===== config.mk =====
export PLATFORM = sky130hd
export DESIGN_NAME = xgmii_tx_arb_flat
export DESIGN_NICKNAME = d
export VERILOG_FILES = /design/src/rtl/xgmii_tx_arb_pkg.sv /design/src/rtl/xgmii_tx_arb_if.sv /design/src/rtl/xgmii_tx_arb_rr_arb.sv /design/src/rtl/xgmii_tx_arb.sv /design/src/flat_wrapper.sv
export SDC_FILE = /design/constraint.sdc
export NUM_CORES = 1
export LEC_CHECK = 0
export BUFFER_PORTS_ARGS = -buffer_cell sky130_fd_sc_hd__clkbuf_2
export CORE_MARGIN = 1.5
export CORE_UTILIZATION = 48
export CTS_CLUSTER_DIAMETER = 30
export CTS_CLUSTER_SIZE = 24
export DETAILED_ROUTE_END_ITERATION = 12
export MAX_ROUTING_LAYER = met4
export PLACE_DENSITY = 0.8
export SLEW_MARGIN = 20
export SYNTH_ARGS = -nofsm -noshare
export SYNTH_HDL_FRONTEND = slang
export SYNTH_HIERARCHICAL = 1
export SYNTH_SLANG_ARGS = --single-unit
export TNS_END_PERCENT = 20

===== constraint.sdc =====
create_clock -name clk156 -period 4.4 [get_ports clk156]
set_input_delay 0.66 -clock clk156 [delete_from_list [all_inputs] [get_ports clk156]]
set_output_delay 0.66 -clock clk156 [all_outputs]
set_load 0.005 [all_outputs]

===== src/rtl/xgmii_tx_arb_pkg.sv =====
// Shared XGMII types, constants and helpers for the TX arbiter.
package xgmii_tx_arb_pkg;

  // One 64-bit XGMII transfer: 8 control bits (one per lane) over 8 data lanes.
  typedef struct packed {
    logic [7:0]  ctrl;
    logic [63:0] data;
  } xgmii_t;

  localparam logic [7:0] XGMII_CHAR_IDLE  = 8'h07;
  localparam logic [7:0] XGMII_CHAR_START = 8'hfb;
  localparam logic [7:0] XGMII_CHAR_TERM  = 8'hfd;
  localparam logic [7:0] XGMII_CHAR_ERROR = 8'hfe;

  localparam xgmii_t XGMII_IDLE_WORD  = '{ctrl: 8'hff, data: {8{XGMII_CHAR_IDLE}}};
  localparam xgmii_t XGMII_ERROR_WORD = '{ctrl: 8'hff, data: {8{XGMII_CHAR_ERROR}}};

  typedef enum logic [1:0] {IDLE, PASS, IPG} tx_arb_state_t;

  // A frame opens with a START control character in lane 0.
  function automatic logic xgmii_is_start(xgmii_t w);
    return w.ctrl[0] && (w.data[7:0] == XGMII_CHAR_START);
  endfunction

  // A frame closes in whichever lane carries the TERMINATE control character.
  function automatic logic xgmii_has_term(xgmii_t w);
    logic t;
    t = 1'b0;
    for (int i = 0; i < 8; i++) begin
      if (w.ctrl[i] && (w.data[8*i +: 8] == XGMII_CHAR_TERM)) t = 1'b1;
    end
    return t;
  endfunction

endpackage


===== src/rtl/xgmii_tx_arb_if.sv =====
// Source-side handshake plus the PCS-facing XGMII lane set.
interface xgmii_tx_arb_if
  import xgmii_tx_arb_pkg::*;
#(
  parameter int NUM_SRC = 2
);
  logic   [NUM_SRC-1:0] src_valid;
  xgmii_t [NUM_SRC-1:0] src_xgmii;
  logic   [NUM_SRC-1:0] src_ready;
  xgmii_t               xgmii_tx;

  // Frame generators and PCS side together.
  modport master (output src_valid, output src_xgmii, input src_ready, input xgmii_tx);
  // The arbiter.
  modport slave  (input src_valid, input src_xgmii, output src_ready, output xgmii_tx);
endinterface


===== src/rtl/xgmii_tx_arb_rr_arb.sv =====
// Combinational round-robin picker: first request at or after ptr, wrapping.
module rr_arb #(
  parameter int NUM_SRC = 2,
  parameter int IDX_W   = $clog2(NUM_SRC)
) (
  input  logic [NUM_SRC-1:0] req,
  input  logic [IDX_W-1:0]   ptr,
  output logic [NUM_SRC-1:0] gnt,
  output logic [IDX_W-1:0]   idx,
  output logic               any
);

  // Scan from the pointer position; the first requester found wins.
  always_comb begin
    int j;
    gnt = '0;
    idx = '0;
    any = 1'b0;
    j   = 0;
    for (int i = 0; i < NUM_SRC; i++) begin
      j = int'(ptr) + i;
      if (j >= NUM_SRC) j = j - NUM_SRC;
      if (!any && req[j]) begin
        any    = 1'b1;
        gnt[j] = 1'b1;
        idx    = IDX_W'(j);
      end
    end
  end

endmodule


===== src/rtl/xgmii_tx_arb.sv =====
// Frame-granular round-robin arbiter sharing one XGMII TX lane set between sources.
module xgmii_tx_arb
  import xgmii_tx_arb_pkg::*;
#(
  parameter int NUM_SRC   = 2,
  parameter int IPG_WORDS = 1,
  parameter int CNT_W     = 32,
  localparam int IDX_W    = $clog2(NUM_SRC)
) (
  input  logic             clk156,
  input  logic             sys_rst,
  xgmii_tx_arb_if.slave    bus,
  output logic [IDX_W-1:0] grant_id,
  output logic             busy,
  output logic             underrun,
  output logic [CNT_W-1:0] frame_cnt,
  output logic [CNT_W-1:0] drop_cnt
);

  tx_arb_state_t    state_q, state_d;
  logic [IDX_W-1:0] ptr_q, ptr_d;
  logic [IDX_W-1:0] grant_q, grant_d;
  logic [3:0]       ipg_cnt_q, ipg_cnt_d;
  xgmii_t           tx_q, tx_d;
  logic             underrun_q, underrun_d;
  logic [CNT_W-1:0] frame_cnt_q, frame_cnt_d;
  logic [CNT_W-1:0] drop_cnt_q, drop_cnt_d;

  logic [NUM_SRC-1:0] req;
  logic [NUM_SRC-1:0] ready;
  logic [NUM_SRC-1:0] win_gnt;
  logic [IDX_W-1:0]   win_idx;
  logic               win_any;
  logic               dropping;

  // Only sources offering a START word compete for the link.
  always_comb begin
    req = '0;
    for (int i = 0; i < NUM_SRC; i++) begin
      req[i] = bus.src_valid[i] && xgmii_is_start(bus.src_xgmii[i]);
    end
  end

  rr_arb #(.NUM_SRC(NUM_SRC), .IDX_W(IDX_W)) u_rr_arb (
    .req (req),
    .ptr (ptr_q),
    .gnt (win_gnt),
    .idx (win_idx),
    .any (win_any)
  );

  // Next-state, handshake and output-word selection for the grant/pass/gap cycle.
  always_comb begin
    state_d     = state_q;
    ptr_d       = ptr_q;
    grant_d     = grant_q;
    ipg_cnt_d   = ipg_cnt_q;
    tx_d        = XGMII_IDLE_WORD;
    underrun_d  = 1'b0;
    frame_cnt_d = frame_cnt_q;
    drop_cnt_d  = drop_cnt_q;
    ready       = '0;
    dropping    = 1'b0;
    case (state_q)
      IDLE: begin
        for (int i = 0; i < NUM_SRC; i++) begin
          if (bus.src_valid[i] && !xgmii_is_start(bus.src_xgmii[i])) begin
            ready[i] = 1'b1;
            dropping = 1'b1;
          end
        end
        if (win_any) begin
          ready   = ready | win_gnt;
          grant_d = win_idx;
          ptr_d   = (win_idx == IDX_W'(NUM_SRC - 1)) ? '0 : win_idx + IDX_W'(1);
          tx_d    = bus.src_xgmii[win_idx];
          if (xgmii_has_term(bus.src_xgmii[win_idx])) begin
            frame_cnt_d = frame_cnt_q + CNT_W'(1);
            ipg_cnt_d   = 4'(IPG_WORDS);
            state_d     = (IPG_WORDS == 0) ? IDLE : IPG;
          end else begin
            state_d = PASS;
          end
        end
        if (dropping) drop_cnt_d = drop_cnt_q + CNT_W'(1);
      end
      PASS: begin
        ready[grant_q] = 1'b1;
        if (bus.src_valid[grant_q]) begin
          tx_d = bus.src_xgmii[grant_q];
          if (xgmii_has_term(bus.src_xgmii[grant_q])) begin
            frame_cnt_d = frame_cnt_q + CNT_W'(1);
            ipg_cnt_d   = 4'(IPG_WORDS);
            state_d     = (IPG_WORDS == 0) ? IDLE : IPG;
          end
        end else begin
          tx_d       = XGMII_ERROR_WORD;
          underrun_d = 1'b1;
        end
      end
      IPG: begin
        if (ipg_cnt_q <= 4'd1) begin
          ipg_cnt_d = '0;
          state_d   = IDLE;
        end else begin
          ipg_cnt_d = ipg_cnt_q - 4'd1;
        end
      end
      default: state_d = IDLE;
    endcase
  end

  // State, pointer, output word and counters all update together on the XGMII clock.
  always_ff @(posedge clk156) begin
    if (sys_rst) begin
      state_q     <= IDLE;
      ptr_q       <= '0;
      grant_q     <= '0;
      ipg_cnt_q   <= '0;
      tx_q        <= XGMII_IDLE_WORD;
      underrun_q  <= 1'b0;
      frame_cnt_q <= '0;
      drop_cnt_q  <= '0;
    end else begin
      state_q     <= state_d;
      ptr_q       <= ptr_d;
      grant_q     <= grant_d;
      ipg_cnt_q   <= ipg_cnt_d;
      tx_q        <= tx_d;
      underrun_q  <= underrun_d;
      frame_cnt_q <= frame_cnt_d;
      drop_cnt_q  <= drop_cnt_d;
    end
  end

  assign bus.src_ready = sys_rst ? '0 : ready;
  assign bus.xgmii_tx  = tx_q;
  assign grant_id      = grant_q;
  assign busy          = (state_q == PASS);
  assign underrun      = underrun_q;
  assign frame_cnt     = frame_cnt_q;
  assign drop_cnt      = drop_cnt_q;

endmodule


===== src/flat_wrapper.sv =====
// flat-port wrapper written by rule: the top's interface ports become plain ports
module xgmii_tx_arb_flat import xgmii_tx_arb_pkg::*;
#(
  parameter int NUM_SRC   = 2,
  parameter int IPG_WORDS = 1,
  parameter int CNT_W     = 32,
  localparam int IDX_W    = $clog2(NUM_SRC)
)
  (clk156, sys_rst, grant_id, busy, underrun, frame_cnt, drop_cnt, bus_src_valid, bus_src_xgmii, bus_src_ready, bus_xgmii_tx);
  xgmii_tx_arb_if #(.NUM_SRC(NUM_SRC)) bus_i ();
  input  logic clk156;
  input  logic sys_rst;
  output logic [IDX_W-1:0] grant_id;
  output logic busy;
  output logic underrun;
  output logic [CNT_W-1:0] frame_cnt;
  output logic [CNT_W-1:0] drop_cnt;
  input wire logic [$bits(bus_i.src_valid)-1:0] bus_src_valid;
  input wire logic [$bits(bus_i.src_xgmii)-1:0] bus_src_xgmii;
  output wire logic [$bits(bus_i.src_ready)-1:0] bus_src_ready;
  output wire logic [$bits(bus_i.xgmii_tx)-1:0] bus_xgmii_tx;
  assign bus_i.src_valid = bus_src_valid;
  assign bus_i.src_xgmii = bus_src_xgmii;
  assign bus_src_ready = bus_i.src_ready;
  assign bus_xgmii_tx = bus_i.xgmii_tx;
  xgmii_tx_arb #(.NUM_SRC(NUM_SRC), .IPG_WORDS(IPG_WORDS), .CNT_W(CNT_W)) u_core (.clk156(clk156), .sys_rst(sys_rst), .bus(bus_i), .grant_id(grant_id), .busy(busy), .underrun(underrun), .frame_cnt(frame_cnt), .drop_cnt(drop_cnt));
endmodule

======== Yosys cells after proc, flatten, opt, wreduce, memory -nomap -nowiden ========
Index checks and enable logic that the tools add are counted.
W data, S select, Z words.
storage, ports and cells
  register bits after elaboration ......... 145
cells by class
  muxes and demuxes ....................... 77
  add/subtract/negate cells ............... 7
  bitwise operators ....................... 3
  equal/unequal tests ..................... 25
  reduce and logical (&&, ||, !) cells .... 38
  magnitude comparators ................... 10
operators with widths
  cell                     number
  $mux W72                 6
  $mux W32                 6
  $eq A8 B8 Y1 const B     18
  $pmux W72 S2             1
  $add A32 B1 Y32 const B  2
  $ge A32 B1 Y1 const B    2
  $lt A32 B3 Y1 const B    2
  $pmux W32 S2             1
  $mux W1                  43
  $logic_and A1 B1 Y1      26
  $mux W4                  5
  $mux W2                  9
  $pmux W4 S3              1
  $reduce_and A5 Y1        2
  $ne A2 B1 Y1 const B     4
  $pmux W2 S3              1
  $le A4 B1 Y1 const B     1
  $lt A1 B2 Y1 const B     2
  $or A2 B2 Y2             2
  $pmux W2 S2              1
  $reduce_and A2 Y1        2
  $reduce_and A4 Y1        1
  $sub A4 B1 Y4 const B    1
  $demux W1 S1             3
  16 further kinds         18

======== Longest topological paths before layout ========
  depth in word-level cells ............... 27
  depth in mapped cells ................... 14
  depth with buffers taken out ............ 11

======== By module ========
Netlist, hierarchy kept.
by module, submodules not included
  module        seq. area each (µm²)  instances  cells each  area each (µm²)
  xgmii_tx_arb  2902.8                1          826         6904.1
  rr_arb        0.0                   1          5           32.5

======== Worst setup path before layout ========
OpenSTA, ideal clock, no wires.
  kind .................................... input-to-reg
  from .................................... input bus_src_xgmii[79]
  to ...................................... register u_core.frame_cnt_q[1], in the netlist u_core/frame_cnt[1]
  path slack .............................. 1125 ps
  arrival time ............................ 3204 ps
  buffers on the path ..................... 4
  library setup time ...................... 70 ps
  required time ........................... 4330 ps
  stages on the path ...................... 14
  cell sequence ........................... nand4_1 > nor2_1 > and4_1 > a21boi_0 > buf_2 > buf_2 > o41ai_1 > nand3_1 > o2111ai_1 > o221ai_1 > clkbuf_1 > clkbuf_1 > o21ai_0 > a21oi_1
between the ends
  longest elaborated chain between the ends .. 26
RTL lines
  element                                     RTL line                   text
  start, declared                             flat_wrapper.sv:19         input wire logic [$bits(bus_i.src_xgmii)-1:0] bus_src_xgmii;
  $eq A8 B8 Y1 (*)                            xgmii_tx_arb_pkg.sv:22     return w.ctrl[0] && (w.data[7:0] == XGMII_CHAR_START);
  $logic_and A1 B1 Y1 (*)                     xgmii_tx_arb_pkg.sv:22
  $logic_and A1 B1 Y1 (*)                     xgmii_tx_arb.sv:40         req[i] = bus.src_valid[i] && xgmii_is_start(bus.src_xgmii[i]);
  via u_core.req[1]                           xgmii_tx_arb.sv:29         logic [NUM_SRC-1:0] req;
  $mux W1 (implied by the code) (3 in a row)  xgmii_tx_arb_rr_arb.sv:23  if (!any && req[j]) begin
  $mux W1                                     xgmii_tx_arb_rr_arb.sv:23
  $logic_not A1 Y1                            xgmii_tx_arb_rr_arb.sv:23
  $logic_and A1 B1 Y1                         xgmii_tx_arb_rr_arb.sv:23
  [1 not listed]                              n/a
  via u_core.win_idx                          xgmii_tx_arb.sv:32         logic [IDX_W-1:0] win_idx;
  [2 not listed]                              n/a
  $eq A8 B8 Y1                                xgmii_tx_arb_pkg.sv:30     if (w.ctrl[i] && (w.data[8*i +: 8] == XGMII_CHAR_TERM)) t = 1'b1;
  $logic_and A1 B1 Y1                         xgmii_tx_arb_pkg.sv:30
  $mux W1 (7 in a row)                        xgmii_tx_arb_pkg.sv:30
  $mux W1 (*)                                 xgmii_tx_arb_pkg.sv:30
  $mux W1 (*)                                 xgmii_tx_arb.sv:72         if (win_any) begin
  $mux W1 (*)                                 xgmii_tx_arb.sv:64         case (state_q)
  $ne A2 B1 Y1 (no source line) (*)           n/a
  $reduce_and A5 Y1 (no source line) (*)      n/a
  end signal, assigned                        xgmii_tx_arb.sv:131        frame_cnt_q <= frame_cnt_d;
  end, declared                               xgmii_tx_arb.sv:26         logic [CNT_W-1:0] frame_cnt_q, frame_cnt_d;
Mark *: on every way through the listed nets, which the timed path passes. The rest lies on a longest branch. The select of a mux whose other input is x is not followed.
A chain may end at the register's enable or synchronous reset.

======== Worst setup path after layout ========
  from .................................... input bus_src_xgmii[79]
  to ...................................... register u_core.frame_cnt_q[24], in the netlist u_core/frame_cnt[24]
The elaborated chain is that of the path after synthesis.

==> key figures <==
STA
  • Maximum clock rate: 0.2979 GHz
  • Crit share post-route: 0.7630
  • RSZ-0062 raised after global routing: no
  • Min Hold Slack: 0.4821 ns
  • Skew final: 0.009036 ns
  • Final setup fails: 0
  • Worst rel slew slack: 0.2747
  • Total negative slack: 0 ns
  • Max-slew violations: 0
  • Fin. Hold Viols: 0
  • Actual slew at the worst max-slew pin: 1.088 ns
  • Final WS setup: 1.043 ns
  • Post-route minimum period: ~3.4 ns

GRT
  • GR Overflow Total: 0
  • Initial antenna violation count: 0
  • Global Route Usage Sum: 0.3174
  • Vias in the first global route: 6997
  • Pin count of the biggest net entering global routing: 90
  • Global-route wire length before repair: 36.31 mm

Clock tree
  • Setup Fix Bufs, Post-CTS: 0
  • Gates resized, CTS repair: 0
  • Clock sink total: approximately 150
  • Cts bufs inserted: 17
  • Clk pin slew, worst setup/hold paths: approximately 0.060 ns
  • # H-tree levels: 4
  • Root buf cell: clkbuf_16
  • Worst-Skew Late Latency: 0.42 ns
  • CTS tree: built
  • CTS max path bufs: 2
  • CTS Hold Bufs: 0

Synthesis
  • Post-synthesis cell area: 6937 um2
  • Synth Area in Adders: 0.007215
  • Post-synth ARST share: 0
  • Post-synth top area cell: dfxtp_1
  • Syn. warnings: 6
  • Number of synthesized register bits: approximately 150
  • Largest family of logic cells by synthesized area: simple AND/OR/NAND/NOR gates
  • Synth area leaders: dfxtp_1 42%, nor2_1 6.0%, a221oi_1 5.2%
  • Xor-xnor portion of the synthesized cell area: 0.03409
  • Syn Nets: ~980
  • Synth Area in Compound Gates: 0.2009
  • Share of the synthesized area in the top cell type: 0.4185
  • Multiplexer share of the synthesized area: 0.02886
  • Synth Area in Simple Gates: 0.2689
  • Mapped Cells: 831
  • Avg Cell Area, Syn: 8.347 um2
  • Cell variety after synth: 54
  • Prevailing post-synth register cell: dfxtp_1
  • Sequential area share after synthesis: 0.4185
  • Count of flip-flops with a built-in enable after synthesis: 0

Power
  • Clock network fraction of total power: 0.480
  • Total power: 2.867 mW
  • Leakage power figure: 3.715 nW
  • Internal power: 2.211 mW
  • Reg power frac: 0.461
  • Switching power share of the total: 0.2289
  • PwrDens: about 320 nW/um2
  • Worst VDD drop: 233.2 uV
  • Combinational power share: 0.060
  • Net switching power: 0.6564 mW

Detailed routing
  • ANT nets after route: 0
  • Via count: 7889
  • Remaining routing DRC violations: 0
  • Vias per inst: about 6.1
  • Drt total wl: 24.46 mm
  • Initial drt markers: 783
  • First-pass iteration count of the detailed router: 5
  • WL/cell: between 15 and 20 um

Cells and area
  • Final instance area: roughly 9000 um2
  • Nets: about 1200
  • Antenna Cells: 0
  • Util after Layout: 0.6497
  • Layout cell share with drive strength beyond 1: 0.3135
  • Fin cells: 1287
  • Synth-to-Final Area Change: 31.02%

Floorplan
  • # IOs: 289
  • Placeable Area: 13990 um2
  • Die width: 123.2 um
  • Initial Util: 0.4959
  • Die Y: 123.2 um
  • Rows: 43
  • Total Die Area: 15180 um2

Setup path
  • Req. time, crit path: 4.73 ns
  • Startpoint types: input pin
  • CP arrival: approximately 3.7 ns
  • Crit path kind: in -> reg
  • Worst Path Max Fanout: 64
  • CP endpoint kind: flop

Placement
  • Cell count after placement: 1255
  • GP Congestion: 0.9817
  • Placement Setup Slack: approximately 0.72 ns
  • Post-DP HPWL: 17.57 mm
  • Placed cell area: 8528 um2
  • Port Buffer Count: 288

Hold path
  • Worst Hold Class: in -> reg

Run
  • Max Cap Violations: 0

Outcome
  • Outcome: finished, final reports clean
## area by class of cell
cell class | count | area [um2]
inverters | 18 | 67.56
multi-input cells | 611 | 3794
clock buffers | 23 | 478.0
fillers | 1210 | 4900
repair buffers | 301 | 1539
well taps | 180 | 225.2
clock inverters | 9 | 82.58
flip-flops and latches | 145 | 2903
## layer usage
| layer | wire [um] | vias to the layer above | global-route usage |
|---|---|---|---|
| li1 | - | 3648 | - |
| met4 | 626 | 0 | 0.1157 |
| met1 | 9909 | 3692 | 0.4093 |
| met2 | 11220 | 492 | 0.4833 |
| met5 | 0 | - | - |
| met3 | 2699 | 57 | 0.07934 |
## sequential cells by signal (all words and copies together) (netlist names)
register             flops
u_core/frame_cnt        32
u_core/state_q           2
u_core/ptr_q             1
u_core/underrun          1
u_core/ipg_cnt_q         4
u_core/grant_id          1
u_core/bus.xgmii_tx     72
u_core/drop_cnt         32
## cell families (layout without fill, tap and decap cells)
group	count (synthesis)	count (layout)
muxes	20	20
and+or+nand+nor	358	358
xor gates and xnor gates	27	27
DFF	145	145
AOI/OAI and AO/OA	202	202
buffers and inverters	75	351
adders and majority gates	4	4
## synthesized netlist by cell type (2+ instances only)
master    instances
or2_2             4
nor2b_1           3
o32ai_1           2
a221oi_1         41
nand2_1          56
a21boi_0          3
mux2i_1          20
nand2b_1         17
dfxtp_1         145
and3_1           12
xnor2_1          19
nor4_1           16
and2_1            2
ha_1              4
nor2_1          110
or3_1            12
a21oi_1          48
and4_1            7
o41ai_1           6
o21ai_0          23
o31a_1            3
xor2_1            8
or3b_2            2
a31oi_1           4
clkbuf_1         44
o21bai_1          5
buf_1             8
o211ai_1          2
o22ai_1          18
buf_2             5
nand3_1          31
inv_1            18
or4_1            30
nand4_1          30
o31ai_1          29
nand4b_1          2
nor3_1           18
a211oi_1          8
## placed cells by master (no fill, tap or decap), types with 17 or more instances in the layout
| master | instances |
|---|---|
| nand4_1 | 30 |
| a221oi_1 | 41 |
| nor2_1 | 109 |
| a21oi_1 | 46 |
| o22ai_1 | 18 |
| nand3_1 | 31 |
| o31ai_1 | 29 |
| dfxtp_1 | 145 |
| mux2i_1 | 20 |
| or4_1 | 30 |
| inv_1 | 18 |
| nand2_1 | 56 |
| o21ai_0 | 23 |
| clkbuf_2 | 287 |
| xnor2_1 | 19 |
| nand2b_1 | 17 |
| nor3_1 | 18 |
| clkbuf_16 | 17 |
## power by group through the flow
stage	Combinational (mW)	Clock, mW	Sequential [mW]
final	0.171	1.38	1.32
after floorplan	0.0524	0	1.35
after global routing	0.183	1.44	1.32
after detailed placement	0.165	0	1.35
after global placement	0.165	0	1.35
after CTS	0.167	1.39	1.32
## final timing paths
path / slack, ns / cells after the start / to / start
setup / recovery: 1.04 / 13 / u_core/frame_cnt[24] / bus_src_xgmii[79]
hold / removal: 0.48 / 3 / u_core/bus.xgmii_tx[67] / bus_src_xgmii[67]
setup reg to reg: 1.06 / 8 / u_core/frame_cnt[19] / u_core/state_q[1]
hold reg to reg: 0.49 / 2 / u_core/frame_cnt[31] / u_core/frame_cnt[31]
## critical path, cell delays in order
cell       delay, ns
clkbuf_2        0.10
nand4_1         0.22
nor2_1          0.15
and4_1          0.24
a21boi_1        0.21
inv_1           0.16
o32ai_1         0.32
nand3_1         0.16
o2111ai_1       0.23
o221ai_4        0.18
buf_4           0.32
or4_1           0.54
a21oi_1         0.17
Power figures use the tool's default switching activity.
